`config.mk`:
```
export PLATFORM = sky130hd
export DESIGN_NAME = lcd_spi_seq
export DESIGN_NICKNAME = d
export VERILOG_FILES = /design/src/rtl/lcd_spi_seq.sv
export SDC_FILE = /design/constraint.sdc
export NUM_CORES = 1
export LEC_CHECK = 0
export ABC_AREA = 1
export BUFFER_PORTS_ARGS = -buffer_cell sky130_fd_sc_hd__buf_4
export CORE_MARGIN = 4
export CORE_UTILIZATION = 59
export CTS_CLUSTER_DIAMETER = 200
export CTS_CLUSTER_SIZE = 28
export DETAILED_ROUTE_END_ITERATION = 7
export PLACE_DENSITY = 0.83
export SETUP_SLACK_MARGIN = 0.4
export SKIP_LAST_GASP = 1
export SLEW_MARGIN = 20
export SYNTH_ARGS = -nofsm -noshare
export SYNTH_HDL_FRONTEND = slang
export SYNTH_SLANG_ARGS = --single-unit
```
`constraint.sdc`:
```
create_clock -name clk -period 2.5 [get_ports clk]
set_input_delay 0.25 -clock clk [delete_from_list [all_inputs] [get_ports clk]]
set_output_delay 0.25 -clock clk [all_outputs]
set_load 0.005 [all_outputs]
```
`src/rtl/lcd_spi_seq.sv`:
```
// LCD SPI sequencer: runs the LCD reset pulse and ROM init script, then forwards host bytes to the SPI master.
// Optional LCD_SPI_TIMEOUT_EN bounds the spi_done wait and raises a sticky err.
module lcd_spi_seq #(
  parameter int INIT_LEN   = 8,
  parameter int RST_CYCLES = 16,
  parameter int TIMEOUT    = 64
) (
  input  logic                        clk,
  input  logic                        rst,
  input  logic                        start_init,
  output logic [$clog2(INIT_LEN)-1:0] rom_addr,
  input  logic [9:0]                  rom_word,
  input  logic                        host_valid,
  input  logic                        host_dc,
  input  logic [7:0]                  host_byte,
  output logic                        host_ready,
  output logic                        spi_send,
  output logic [7:0]                  spi_data,
  input  logic                        spi_done,
  output logic                        lcd_dc,
  output logic                        lcd_rst_n,
  output logic                        init_done,
  output logic                        busy,
  output logic                        err
);
  localparam int AW    = $clog2(INIT_LEN);
  localparam int W_RST = $clog2(RST_CYCLES + 1);
  localparam int W_TO  = $clog2(TIMEOUT + 1);
  localparam int CW0   = (W_RST > W_TO) ? W_RST : W_TO;
  localparam int CW    = (CW0 > 12) ? CW0 : 12;
  localparam logic [AW-1:0] LAST_ADDR = AW'(INIT_LEN - 1);
  localparam logic [CW-1:0] RST_LOAD  = CW'(RST_CYCLES - 1);

  typedef enum logic [3:0] {
    IDLE, RST_LO, RST_WT, FETCH, SEND, WAIT_LO, WAIT_HI, DELAY, NEXT, READY
  } state_t;

  state_t          state_q, state_d;
  logic [CW-1:0]   cnt_q, cnt_d;
  logic [7:0]      data_d;
  logic            dc_d, rst_n_d, done_d, host_src_q, host_src_d, err_q, err_d;
  logic [AW-1:0]   addr_d;

  always_ff @(posedge clk) begin
    if (rst) begin
      state_q    <= IDLE;
      cnt_q      <= '0;
      spi_data   <= '0;
      lcd_dc     <= 1'b0;
      lcd_rst_n  <= 1'b1;
      rom_addr   <= '0;
      init_done  <= 1'b0;
      host_src_q <= 1'b0;
      err_q      <= 1'b0;
    end else begin
      state_q    <= state_d;
      cnt_q      <= cnt_d;
      spi_data   <= data_d;
      lcd_dc     <= dc_d;
      lcd_rst_n  <= rst_n_d;
      rom_addr   <= addr_d;
      init_done  <= done_d;
      host_src_q <= host_src_d;
      err_q      <= err_d;
    end
  end

  always_comb begin
    state_d    = state_q;
    cnt_d      = cnt_q;
    data_d     = spi_data;
    dc_d       = lcd_dc;
    rst_n_d    = lcd_rst_n;
    addr_d     = rom_addr;
    done_d     = init_done;
    host_src_d = host_src_q;
    err_d      = err_q;
    case (state_q)
      IDLE, READY: begin
        if (start_init) begin
          state_d = RST_LO;
          rst_n_d = 1'b0;
          done_d  = 1'b0;
          err_d   = 1'b0;
          cnt_d   = RST_LOAD;
        end else if (state_q == READY && host_valid) begin
          state_d    = SEND;
          data_d     = host_byte;
          dc_d       = host_dc;
          host_src_d = 1'b1;
        end
      end
      RST_LO: begin
        if (cnt_q == '0) begin
          state_d = RST_WT;
          rst_n_d = 1'b1;
          cnt_d   = RST_LOAD;
        end else begin
          cnt_d = cnt_q - 1'b1;
        end
      end
      RST_WT: begin
        if (cnt_q == '0) begin
          state_d = FETCH;
          addr_d  = '0;
        end else begin
          cnt_d = cnt_q - 1'b1;
        end
      end
      FETCH: begin
        host_src_d = 1'b0;
        case (rom_word[9:8])
          2'b10: begin
            state_d = DELAY;
            cnt_d   = CW'({rom_word[7:0], 4'h0});
          end
          2'b11: begin
            state_d = READY;
            done_d  = 1'b1;
          end
          default: begin
            state_d = SEND;
            data_d  = rom_word[7:0];
            dc_d    = rom_word[8];
          end
        endcase
      end
      // Skip WAIT_LO when done is already low so the wait adds no latency.
      SEND:    state_d = spi_done ? WAIT_LO : WAIT_HI;
      WAIT_LO: if (!spi_done) state_d = WAIT_HI;
      WAIT_HI: if (spi_done) state_d = host_src_q ? READY : NEXT;
      DELAY: begin
        if (cnt_q <= CW'(1)) state_d = NEXT;
        else                 cnt_d   = cnt_q - 1'b1;
      end
      NEXT: begin
        if (rom_addr == LAST_ADDR) begin
          state_d = READY;
          done_d  = 1'b1;
        end else begin
          state_d = FETCH;
          addr_d  = rom_addr + 1'b1;
        end
      end
      default: state_d = IDLE;
    endcase
`ifdef LCD_SPI_TIMEOUT_EN
    // The shared counter is idle during the WAIT states, so it doubles as the timeout counter.
    if (state_d == SEND) begin
      cnt_d = '0;
    end else if ((state_q == WAIT_LO || state_q == WAIT_HI) &&
                 (state_d == WAIT_LO || state_d == WAIT_HI)) begin
      if (cnt_q == CW'(TIMEOUT - 1)) begin
        state_d = IDLE;
        err_d   = 1'b1;
        done_d  = 1'b0;
        dc_d    = 1'b0;
      end else begin
        cnt_d = cnt_q + 1'b1;
      end
    end
`endif
  end

  assign spi_send   = (state_q == SEND);
  assign host_ready = (state_q == READY);
  assign busy       = (state_q != IDLE) && (state_q != READY);
  assign err        = err_q;

endmodule

```
==> results of run 1 <==
==> how the worst max path moves through the flow <==
stage,start,to,slack [ns],depth (start not counted)
global route,cnt_q[0],cnt_q[1],0.45,9
detailed placement,state_q[1],spi_data[2],0.66,8
finish,state_q[1],spi_data[2],0.61,8
CTS,state_q[1],spi_data[2],0.64,8
floorplan,cnt_q[0],cnt_q[0],1.02,11
global placement,state_q[0],spi_data[2],0.68,8
==> sequential cells by signal (all words and copies together) (netlist names) <==
signal      count
host_src_q      1
lcd_rst_n       1
init_done       1
state_q         4
spi_data        8
cnt_q          12
lcd_dc          1
rom_addr        3
==> layer usage <==
layer  GRT usage  up-vias  wire length (um)
met5           0        -                 0
met4      0.0962        0                67
met3      0.0573        7               389
met2       0.397       77              2290
met1       0.306      946              2240
li1            -     1121                 -
==> through the flow <==
step / hold slack (ns) / setup WS, ns / utilization
floorplan: 0.392 / 1.02 / -
global placement: 0.450 / 0.680 / 0.705
detailed placement: 0.454 / 0.664 / 0.705
CTS: 0.149 / 0.643 / 0.720
global route: 0.148 / 0.448 / 0.720
finish: 0.155 / 0.612 / 0.720
==> placed cells by master (no fill, tap or decap), drive strengths merged, types with 3 or more instances in the layout <==
cell type / instances
nand2: 110
a21oi: 15
inv: 30
o211a: 9
xor2: 3
xnor2: 4
clkbuf: 7
nand3: 25
buf: 40
dfxtp: 31
ha: 5
nor2: 56
o21ai: 17
nor3: 5
==> synthesized netlist by cell type (all sizes together) <==
| cell | number | area [um2] |
|---|---|---|
| clkbuf | 4 | 15.0 |
| o22ai | 1 | 6.26 |
| o21ai | 17 | 85.1 |
| inv | 30 | 113 |
| nor3 | 5 | 25.0 |
| ha | 5 | 62.6 |
| buf | 5 | 41.3 |
| xor2 | 3 | 26.3 |
| o211a | 9 | 90.1 |
| conb | 1 | 3.75 |
| dfxtp | 31 | 621 |
| xnor2 | 4 | 35.0 |
| a211oi | 2 | 15.0 |
| nor2 | 56 | 233 |
| nand3 | 25 | 135 |
| o211ai | 1 | 7.51 |
| nand2 | 110 | 443 |
| a21oi | 15 | 78.8 |
| nand3b | 2 | 15.0 |
==> cell families after synthesis <==
kind of cell / Yosys count / share of synthesized area
buf+inv: 39 / 0.0824
other cells: 1 / 0.00183
compound gates: 45 / 0.138
simple gates: 198 / 0.415
flops: 31 / 0.303
xor+xnor: 7 / 0.0299
fa+ha+maj: 5 / 0.0305
==> cell type report <==
cell class,count,area share
Sequential cell,31,0.258
Clock buffer,7,0.0188
Inverter,30,0.0469
Multi-Input combinational cell,256,0.525
Timing Repair Buffer,40,0.125
Clock inverter,1,0.00208
Tap cell,46,0.0240
==> power by group <==
part	internal, mW	switching, mW	total [mW]	leakage [nW]
Sequential	0.628	0.130	0.758	0.253
Combinational	0.586	0.992	1.58	1.02
Clock	0.110	0.179	0.289	0.0293
Total	1.32	1.30	2.62	1.30
==> critical path, delay by kind of cell (launching register included) <==
kind / cells / cell delay (ns)
AOI/OAI and AO/OA: 1 / 0.13
buffers and inverters: 2 / 0.41
DFF: 1 / 0.47
and+or+nand+nor: 5 / 0.77
==> flow_summary_export.csv, run 1 <==
group,metric,value,unit
critical_path,rr_worst_depth,8,
clock_network,cts_sinks,31,
critical_path,regToRegEndpoint,"spi_data[2]",
floorplanning,start_util,0.615,
layout,final_cells,411,
place,placed_cells,403,
clock_network,cts_max_level,2,
floorplanning,rows,21,
sta,max_slew_margin,0.579,
drt,avgViaCountPerCell,5.23,
sta,hold_violations,0,
sta,rsz0062_at_grt,"no",
drt,wl,4990,um
drt,post_drt_wl_per_cell,12.1,um
critical_path,cpPeakStageDelay,0.47,ns
hold_path,hold_start,"rst",
run,cap_violations,0,
power,cellPowerDensity,1090,nW/um2
sta,period_minus_slack,1.89,ns
floorplanning,pin_count,42,
drt,dr_total_vias,2151,
grt,grt_pass1_wl,8350,um
grt,grt_pass1_vias,1917,
critical_path,arrival,2.12,ns
floorplanning,coreArea,3340,um2
drt,drtIter0Drc,158,
layout,diodes,0,
critical_path,crit_required,2.73,ns
clock_network,cts_hold_buffers,0,
power,p_leak,1.30,nW
critical_path,timing.rr.start,"state_q[1]",
yosys,synth_seq_cells,31,
clock_network,cts_resized,0,
grt,grt_overflow_total,0,
sta,finalMaxSlewViolations,0,
place,gp_congestion,0.899,
clock_network,clk_latency,0.34,ns
yosys,synth_cell_types,29,
hold_path,worstHoldEndpoint,"cnt_q[5]",
power,totalPowerFinal,2.62,mW
yosys,avgSynthCellArea,6.29,um2
critical_path,cp-start-kind,"register",
drt,ant_nets,0,
layout,fin_area,2400,um2
drt,drc_errors,0,
layout,multi_input_area,1260,um2
clock_network,ctsLongestPathBuffers,2,
yosys,syn_inst,326,
sta,fmax,530,MHz
sta,finalClockSkew,0.0145,ns
floorplanning,die_y,67.0,um
layout,drive_gt1_frac,0.189,
critical_path,cp_max_fo,17,
power,ir_drop,0.721,mV
floorplanning,die_w,67.0,um
grt,grt_max_degree,22,
clock_network,ctsRootBufferMaster,"clkbuf_4",
grt,antenna_found_initial,0,
layout,fin_nets,393,
sta,fin_tns_setup,0,ns
layout,n_fill_cell,317,
sta,setup_viol,0,
yosys,ys_seq_area_frac,0.303,
place,dpl_cell_area,2350,um2
place,portBuffers,40,
critical_path,critPathKind,"reg -> reg",
layout,area_delta_synth_final,17.1,%
hold_path,min_path_cells,2,
layout,area.sequential,621,um2
yosys,syn_nets,355,
grt,grtUsageTotal,0.243,
yosys,yosysWarningCount,0,
place,dpl.hpwl,3840,um
sta,worst_pin_slew,0.630,ns
sta,fin_crit_sh,0.755,
yosys,syn_area,2050,um2
status,outcome,"finished clean",
drt,firstDrtPassIters,5,
critical_path,cpMaxStageDelayCell,"dfxtp_1",
floorplanning,die_area,4480,um2
clock_network,postCtsSetupBuffers,0,
clock_network,cts_made_buffers,5,
clock_network,cts_tree,"yes",
critical_path,path_cells,"nand2_2, nor2_4, inv_2, nand2_1, nand2_1, inv_2, nand3_1, o211a_1",
critical_path,r2r_slack,0.61,ns
clock_network,cts.clk_slew.worst_paths,0.11,ns
hold_path,hp-class,"in -> reg",
critical_path,critPathCaptureType,"register",
(Power assumes the default switching activity.)
==> run 2, diff against run 1 <==
--- a/config.mk
+++ b/config.mk
@@ -8,11 +8,11 @@
 export ABC_AREA = 1
 export BUFFER_PORTS_ARGS = -buffer_cell sky130_fd_sc_hd__buf_4
 export CORE_MARGIN = 4
-export CORE_UTILIZATION = 59
+export CORE_UTILIZATION = 49
 export CTS_CLUSTER_DIAMETER = 200
 export CTS_CLUSTER_SIZE = 28
 export DETAILED_ROUTE_END_ITERATION = 7
-export PLACE_DENSITY = 0.83
+export PLACE_DENSITY = 0.73
 export SETUP_SLACK_MARGIN = 0.4
 export SKIP_LAST_GASP = 1
 export SLEW_MARGIN = 20
==> constraint.sdc (replaced) <==
create_clock -name clk -period 1.7 [get_ports clk]
set_input_delay 0.17 -clock clk [delete_from_list [all_inputs] [get_ports clk]]
set_output_delay 0.17 -clock clk [all_outputs]
set_load 0.005 [all_outputs]
==> run 2 against run 1 <==
Utilization rose by 4.2 points. Wire length rose by 29%. Sequential share of layout area fell by 4.8 points. Total power rose by 110%. First-iteration DRC count fell by 13%. Fmax rose by 18%. Critical endpoint is now state_q[2].
==> flow_summary_export.csv, run 2 (same netlist as run 1, synthesis figures left out) <==
group,metric,value,unit
layout,drive_gt1_frac,0.427,
floorplanning,rows,23,
grt,grt_overflow_total,0,
floorplanning,pin_count,42,
critical_path,crit_required,1.91,ns
floorplanning,coreArea,4030,um2
drt,dr_total_vias,2332,
layout,top_register,"cnt_q",
critical_path,arrival,1.80,ns
power,cellPowerDensity,1780,nW/um2
clock_network,cts.clk_slew.worst_paths,0.08,ns
critical_path,cpPeakStageDelay,0.40,ns
drt,drc_errors,0,
layout,final_common_cell,"nand2_1",
critical_path,crit_cells,8,
clock_network,ctsRootBufferMaster,"clkbuf_8",
sta,period_minus_slack,1.59,ns
layout,final_core_util,0.762,
layout,top_regs,"cnt_q: 12 flops, spi_data: 8 flops, state_q: 4 flops",
power,p_leak,1.52,nW
drt,post_drt_wl_per_cell,14.6,um
drt,avgViaCountPerCell,5.29,
clock_network,cts_max_level,2,
sta,setup_viol,0,
sta,hold_violations,0,
drt,ant_nets,0,
power,totalPowerFinal,5.46,mW
critical_path,cp-start-kind,"register",
place,gp_congestion,0.919,
hold_path,hp-class,"in -> reg",
sta,finalClockSkew,0.00847,ns
place,dpl.hpwl,3960,um
floorplanning,die_y,72.7,um
critical_path,path_cells,"inv_2, nand2_1, nor2_1, o21ai_1, nand2_1, nor2_4, a21oi_1, nor2_1",
drt,wl,6440,um
sta,rsz0062_at_grt,"yes",
grt,grt_pass1_wl,9560,um
sta,hold_ws,0.153,ns
clock_network,cts_hold_buffers,0,
grt,antenna_found_initial,0,
drt,drtIter0Drc,138,
drt,firstDrtPassIters,4,
sta,fin_crit_sh,0.937,
layout,final_cell_mix,"85 x nand2_1, 57 x buf_4, 34 x nor2_1",
floorplanning,start_util,0.509,
clock_network,clk_latency,0.28,ns
clock_network,cts_made_buffers,5,
grt,grtUsageTotal,0.222,
layout,largest_reg_flops,12,
layout,diodes,0,
critical_path,critPathKind,"reg -> reg",
critical_path,cp_max_fo,7,
clock_network,cts_tree,"yes",
critical_path,critPathTopFamily,"simple AND/OR/NAND/NOR gates",
place,portBuffers,40,
clock_network,cts_sinks,31,
floorplanning,die_w,72.7,um
sta,fin_tns_setup,0,ns
drt,met3WireLength,322,um
critical_path,rr_worst_depth,8,
floorplanning,die_area,5280,um2
power,ir_drop,1.02,mV
drt,wl_met1,2860,um
hold_path,min_path_cells,3,
status,outcome,"finished clean",
layout,area_delta_synth_final,49.7,%
critical_path,cp.buffers_inverters,1,
layout,fin_nets,419,
clock_network,ctsLongestPathBuffers,2,
drt,wl_met2,3160,um
drt,highest_layer,"met4",
grt,grt_pass1_vias,2104,
layout,n_fill_cell,292,
critical_path,cpMaxStageDelayCell,"dfxtp_4",
sta,fmax,628,MHz
run,cap_violations,0,
sta,finalMaxSlewViolations,0,
critical_path,critPathCaptureType,"register",
grt,grt_max_degree,16,
==> run 2: cell types whose count changed in the layout (fill, tap and decap cells not counted), moves of 6 or more <==
cell      change
nand2_1      -19
buf_4        +17
nor2_1       -15
nor2_4       +15
nand2_2      +13
dfxtp_1      -11
buf_6         +7
clkbuf_8      +7
dfxtp_2       +6
nand2_4       +6
nand3_1       -6
==> run 2: metrics by stage <==
step                      area (um2)  std cells  setup WS (ns)
final                           3070        441          0.106
after global routing            3070        441         0.0584
after CTS                       2810        433          0.239
after detailed placement        2470        413          0.143
after global placement          2470        413          0.140
after floorplan                 2120        326          0.368
==> run 2: final cells by class <==
cell class              instances  area [um2]  area share
inverters                      30         140      0.0456
flip-flops and latches         31         647       0.211
clock buffers                   7        96.3      0.0314
repair buffers                 64         507       0.165
multi-input cells             257        1600       0.522
repair inverters                1        7.51     0.00244
well taps                      50        62.6      0.0204
clock inverters                 1        7.51     0.00244
==> run 2: tightest hold or removal path, stage by stage <==
cell	delay [ns]
buf_4	0.11
nand2_1	0.06
a21oi_1	0.05
==> run 2: path summary, 6_finish.rpt <==
check	slack, ns	end	from
worst max-delay path	0.11	state_q[2]	state_q[0]
worst min-delay path	0.15	spi_data[7]	host_byte[7]
worst max register to register	0.11	state_q[2]	state_q[0]
worst min register to register	0.47	lcd_rst_n	lcd_rst_n
==> run 2: routing by layer <==
metal  track usage  up-vias
li1              -     1169
met1         0.312     1073
met2         0.351       79
met3        0.0358       11
met4        0.0635        0
met5             0        -
==> run 2: where the power goes <==
| group | internal (mW) | switching [mW] | total (mW) | leakage [nW] |
|---|---|---|---|---|
| combinational | 1.46 | 2.10 | 3.56 | 1.22 |
| sequential | 0.964 | 0.258 | 1.22 | 0.259 |
| clock | 0.369 | 0.307 | 0.675 | 0.0505 |
==> run 2: repair_timing <==
item                       4_1_cts  5_1_grt
setup endpoints to repair       31       32
setup buffers                   10        7
pin swaps                       29       27
gates cloned                     2        1
resized for setup               49       52
